**src/rtl/run_controller.sv**
```systemverilog
// run_controller: run/halt/single-step sequencer for the 5-stage core.
// A single pipe_enable gates every pipeline register and the fetch PC.
// The block also keeps the enabled-cycle and retired-instruction counters
// and records why the core last stopped.
//
// Ports:
//   clk, rst       clock, synchronous active-high reset
//   start_in       program loaded (level); 0 forces IDLE and clears state
//   halt_req       external halt pulse (honoured in RUN only)
//   step_req       single-step pulse (honoured in HALTED only)
//   resume_req     resume pulse (honoured in HALTED, wins over step_req)
//   wb_retire      non-bubble instruction in WB
//   wb_is_halt     EBREAK/ECALL in WB
//   pipe_enable    pipeline advances at this edge (RUN or STEP)
//   running        state is RUN
//   halted         state is HALTED
//   halt_cause     0 none, 1 ebreak, 2 external, 3 watchdog
//   cycle_count    enabled cycles since start
//   instret_count  retired instructions since start
module run_controller #(
  parameter int unsigned MAX_CYCLES = 0
) (
  input  logic        clk,
  input  logic        rst,
  input  logic        start_in,
  input  logic        halt_req,
  input  logic        step_req,
  input  logic        resume_req,
  input  logic        wb_retire,
  input  logic        wb_is_halt,
  output logic        pipe_enable,
  output logic        running,
  output logic        halted,
  output logic [1:0]  halt_cause,
  output logic [31:0] cycle_count,
  output logic [31:0] instret_count
);

  localparam int unsigned CNT_W   = 32;
  localparam logic [1:0]  CAUSE_NONE  = 2'd0;
  localparam logic [1:0]  CAUSE_EBRK  = 2'd1;
  localparam logic [1:0]  CAUSE_EXT   = 2'd2;
  localparam logic [1:0]  CAUSE_WDOG  = 2'd3;

  typedef enum logic [1:0] {
    IDLE   = 2'd0,
    RUN    = 2'd1,
    HALTED = 2'd2,
    STEP   = 2'd3
  } state_t;

  state_t             state;
  state_t             state_nxt;
  logic [1:0]         cause_nxt;
  logic [CNT_W-1:0]   cycle_nxt;
  logic [CNT_W-1:0]   instret_nxt;
  logic               wdog_hit;

  // Status decoded straight from the state register.
  assign pipe_enable = (state == RUN) || (state == STEP);
  assign running     = (state == RUN);
  assign halted      = (state == HALTED);

  // Watchdog looks at the pre-increment count, so it trips on the Nth enabled edge.
  assign wdog_hit = pipe_enable && (MAX_CYCLES != 0) &&
                    (CNT_W'(cycle_count + CNT_W'(1)) == CNT_W'(MAX_CYCLES));

  // Next-state, cause and counter update.
  always_comb begin
    state_nxt   = state;
    cause_nxt   = halt_cause;
    cycle_nxt   = cycle_count   + CNT_W'(pipe_enable);
    instret_nxt = instret_count + CNT_W'(pipe_enable & wb_retire);

    if (!start_in) begin
      // Losing the program overrides everything and restarts from scratch.
      state_nxt   = IDLE;
      cause_nxt   = CAUSE_NONE;
      cycle_nxt   = '0;
      instret_nxt = '0;
    end else begin
      unique case (state)
        IDLE: state_nxt = RUN;
        RUN: begin
          if (wb_is_halt) begin
            state_nxt = HALTED;
            cause_nxt = CAUSE_EBRK;
          end else if (halt_req) begin
            state_nxt = HALTED;
            cause_nxt = CAUSE_EXT;
          end else if (wdog_hit) begin
            state_nxt = HALTED;
            cause_nxt = CAUSE_WDOG;
          end
        end
        HALTED: begin
          if (resume_req) begin
            state_nxt = RUN;
            cause_nxt = CAUSE_NONE;
          end else if (step_req) begin
            state_nxt = STEP;
          end
        end
        STEP: begin
          state_nxt = HALTED;
          if (wb_is_halt) cause_nxt = CAUSE_EBRK;
        end
        default: state_nxt = IDLE;
      endcase
    end
  end

  // State and counter registers.
  always_ff @(posedge clk) begin
    if (rst) begin
      state         <= IDLE;
      halt_cause    <= CAUSE_NONE;
      cycle_count   <= '0;
      instret_count <= '0;
    end else begin
      state         <= state_nxt;
      halt_cause    <= cause_nxt;
      cycle_count   <= cycle_nxt;
      instret_count <= instret_nxt;
    end
  end

endmodule
```
**config.mk**
```make
export PLATFORM = sky130hd
export DESIGN_NAME = run_controller
export DESIGN_NICKNAME = d
export VERILOG_FILES = /design/src/rtl/run_controller.sv
export SDC_FILE = /design/constraint.sdc
export NUM_CORES = 1
export LEC_CHECK = 0
export ABC_AREA = 1
export CAP_MARGIN = 20
export CORE_MARGIN = 1
export CORE_UTILIZATION = 50
export CTS_BUF_LIST = sky130_fd_sc_hd__clkbuf_4
export DETAILED_ROUTE_END_ITERATION = 16
export MAX_ROUTING_LAYER = met4
export PLACE_DENSITY = 0.83
export SETUP_SLACK_MARGIN = 0.5
export SYNTH_ARGS = -nofsm -noshare
export SYNTH_HDL_FRONTEND = slang
export SYNTH_SLANG_ARGS = --single-unit
export TNS_END_PERCENT = 30
```
**constraint.sdc**
```tcl
create_clock -name clk -period 6.1 [get_ports clk]
set_input_delay 0.61 -clock clk [delete_from_list [all_inputs] [get_ports clk]]
set_output_delay 0.61 -clock clk [all_outputs]
set_load 0.1 [all_outputs]
```
==> impl_metrics.toml <==
[clock_network]
numCtsBuffers = 9
cts-root-buf = "clkbuf_4"
cts_tree = "built"
path_clk_slew_ps = 110
cts.sink_count = 68
hold_buffers = 0
clock_path_buffers = 2
clk_latency_ps = 410
postCtsSetupBuffers = 0
post_cts_resized = 0
cts_max_level = 3

[worst_setup_path]
reg2reg_from = "state[1]$_SDFFE_PP0P_"
crit_path_end_kind = "output pin"
path_cells = "inv_1, ha_1, inv_1, nand2_1, clkdlybuf4s50_1"
critPathMaxStageDelay_ps = 1130
crit_arrival_ps = 2400
critPathKind = "reg -> out"
critPathMaxFanout = 6
r2r_cells = 11
required_ps = 5490
cp-startpoint = "state[1]$_SDFFE_PP0P_"
worst_path_most_repeated_cell = "inv_1"
cp_slowest_cell = "clkdlybuf4s50_1"
startpoint_type = "register"

[sta]
final_hold_viol_count = 0
setup_viol = 0
timing.fmax_mhz = 333
fin_crit_sh_pct = 49.3
tightest_slew_ps = 1030
fin_crit_ps = 3010
setup_slack_ps = 3090
setup_tns_ps = 0
slew_viol_final = 0
rsz0062_at_grt = "no"
skew_ps = 19.3
slew_headroom_pct = 30.9
holdWs_ps = 481

[place]
io_buffers = 76
pre_cts_ws_ps = 3350
dp_hpwl_mm = 6.70
gp_congestion = 0.930

[logic_synthesis]
yosysTopAreaCell = "dfxtp_1"
yosys.area_share.simple_pct = 43.4
yosys_register_bits = 68
synthTopCellsByCount = "137 x nand2_1, 120 x nor2_1, 68 x dfxtp_1"
synth_compound_area_share_pct = 9.12
synth_area_per_cell_sq_um = 6.69
synth_cells = 544
synthAdderAreaFrac_pct = 2.75
ys_types = 29
synth_seq_area_share_pct = 37.4
synth_most_common_cell = "nand2_1"
synth.cell_area_sq_um = 3640
synth-edff-count = 0
synth_warnings = 0
synthXorXnorAreaFrac_pct = 1.93
synthMuxAreaShare_pct = 0
synthTopCellsByArea = "dfxtp_1 37%, nand2_1 14%, nor2_1 12%"
synth_top_area_share_pct = 37.4
synth_top_family_by_area = "simple AND/OR/NAND/NOR gates"
synthesis.nets = 560
synth_async_sr_flop_share_pct = 0
synthFlopType = "dfxtp_1"

[routing]
met1Wirelength_mm = 3.87
finalWirelength_mm = 9.10
route.detailed.drc = 0
wl_met3_microns = 492
firstDrtPassIters = 5
via_per_inst = 5.22
highest_layer = "met4"
wl_per_cell_microns = 12.5
drt_iter0_markers = 182
dr_wl_met2_mm = 4.54
dr_total_vias = 3790
postRouteAntennaNets = 0

[grt]
grt_start_max_net_pins = 47
grt_usage_pct = 26.3
grt_pass1_vias = 3495
antenna_found_initial = 0
grt_pass1_wl_mm = 15.3
gr-total-overflow = 0

[floorplan]
start_util_pct = 52.7
fp.dieH_microns = 87.3
die_w_microns = 87.3
row_count = 30
core-area_sq_um = 6910
dieArea_sq_um = 7620
io_pins = 77

[power_and_ir_drop]
power_density_nw_per_um2 = 187
ir_worst_vdd_uv = 108
p_leak_nw = 1.60
total_power_mw = 0.878

[worst_hold_path]
min_from = "halt_cause[0]$_SDFFE_PP0P_"
min_path_type = "reg -> reg"
holdPathStages = 2

[run_status]
status = "complete, no violations"

[run]
maxCapViolations = 0

[cells_and_area]
diodes = 0
layout.nets = 641
drive_above_1_share_pct = 9.52
syn_to_final_growth_pct = 28.7
==> final cells by class <==
cell class	count	area, sq um
Clock buffer	10	75.1
Clock inverter	6	113
Fill cell	618	2220
Inverter	46	173
Multi-Input combinational cell	424	2080
Sequential cell	68	1360
Tap cell	96	120
Timing Repair Buffer	76	761
==> layer usage <==
metal,global-route usage [%],vias up
met1,29.6,1738
met2,45.9,135
met4,11.3,0
li1,-,1892
met5,-,-
met3,4.17,25
==> worst max-delay path: cells and delay by family (launching register included) <==
family                     cells  cell delay (ps)
adders and majority gates      1              210
and+or+nand+nor                1               90
DFF                            1              390
buffers and inverters          3             1300
==> cell usage in the layout (no fill, tap or decap), types with 3 or more instances in the layout <==
cell type / instances
o21a_1: 5
and2_1: 4
nor2_1: 120
nand2_2: 10
nor2_2: 11
nor3_1: 3
nor2_4: 14
bufinv_16: 3
inv_1: 41
xor2_1: 6
ha_1: 8
nand3_1: 34
dfxtp_1: 68
o21ai_0: 11
a21oi_1: 43
nand2_1: 137
clkdlybuf4s50_1: 76
and3_1: 3
clkbuf_4: 10
inv_2: 5
==> through the flow <==
step	std cells	area, sq um	utilization, %
floorplan	544	3640	-
CTS	726	4680	67.8
detailed placement	710	4490	65.1
finish	726	4680	67.8
global route	726	4680	67.8
global placement	710	4490	65.1
==> report_power, final <==
group / switching [mW] / total (mW) / internal [mW] / leakage, nW
clock network: 0.171 / 0.384 / 0.213 / 0.101
logic: 0.0322 / 0.0467 / 0.0145 / 0.954
registers: 0.00131 / 0.447 / 0.445 / 0.548
==> flip-flops by register name, indices dropped and copies added, names as in the netlist <==
name / flops
cycle_count: 32
instret_count: 32
halt_cause: 2
state: 2
==> cell families (layout without fill, tap and decap cells) <==
logic type / Yosys count / in the layout
AND/OR/NAND/NOR: 345 / 345
flip-flops: 68 / 68
AO/OA/AOI/OAI: 63 / 63
buffers and inverters: 52 / 138
adder cells (fa/ha/maj): 8 / 8
XOR/XNOR: 8 / 8
==> path summary, 6_finish.rpt <==
| check | slack, ps | to |
|---|---|---|
| setup reg to reg | 3890 | instret_count[12]$_SDFF_PP0_ |
| setup / recovery | 3090 | pipe_enable |
| hold / removal | 480 | halt_cause[0]$_SDFFE_PP0P_ |
| hold reg to reg | 480 | halt_cause[0]$_SDFFE_PP0P_ |
Note: power is estimated with default switching activity, not from simulation.
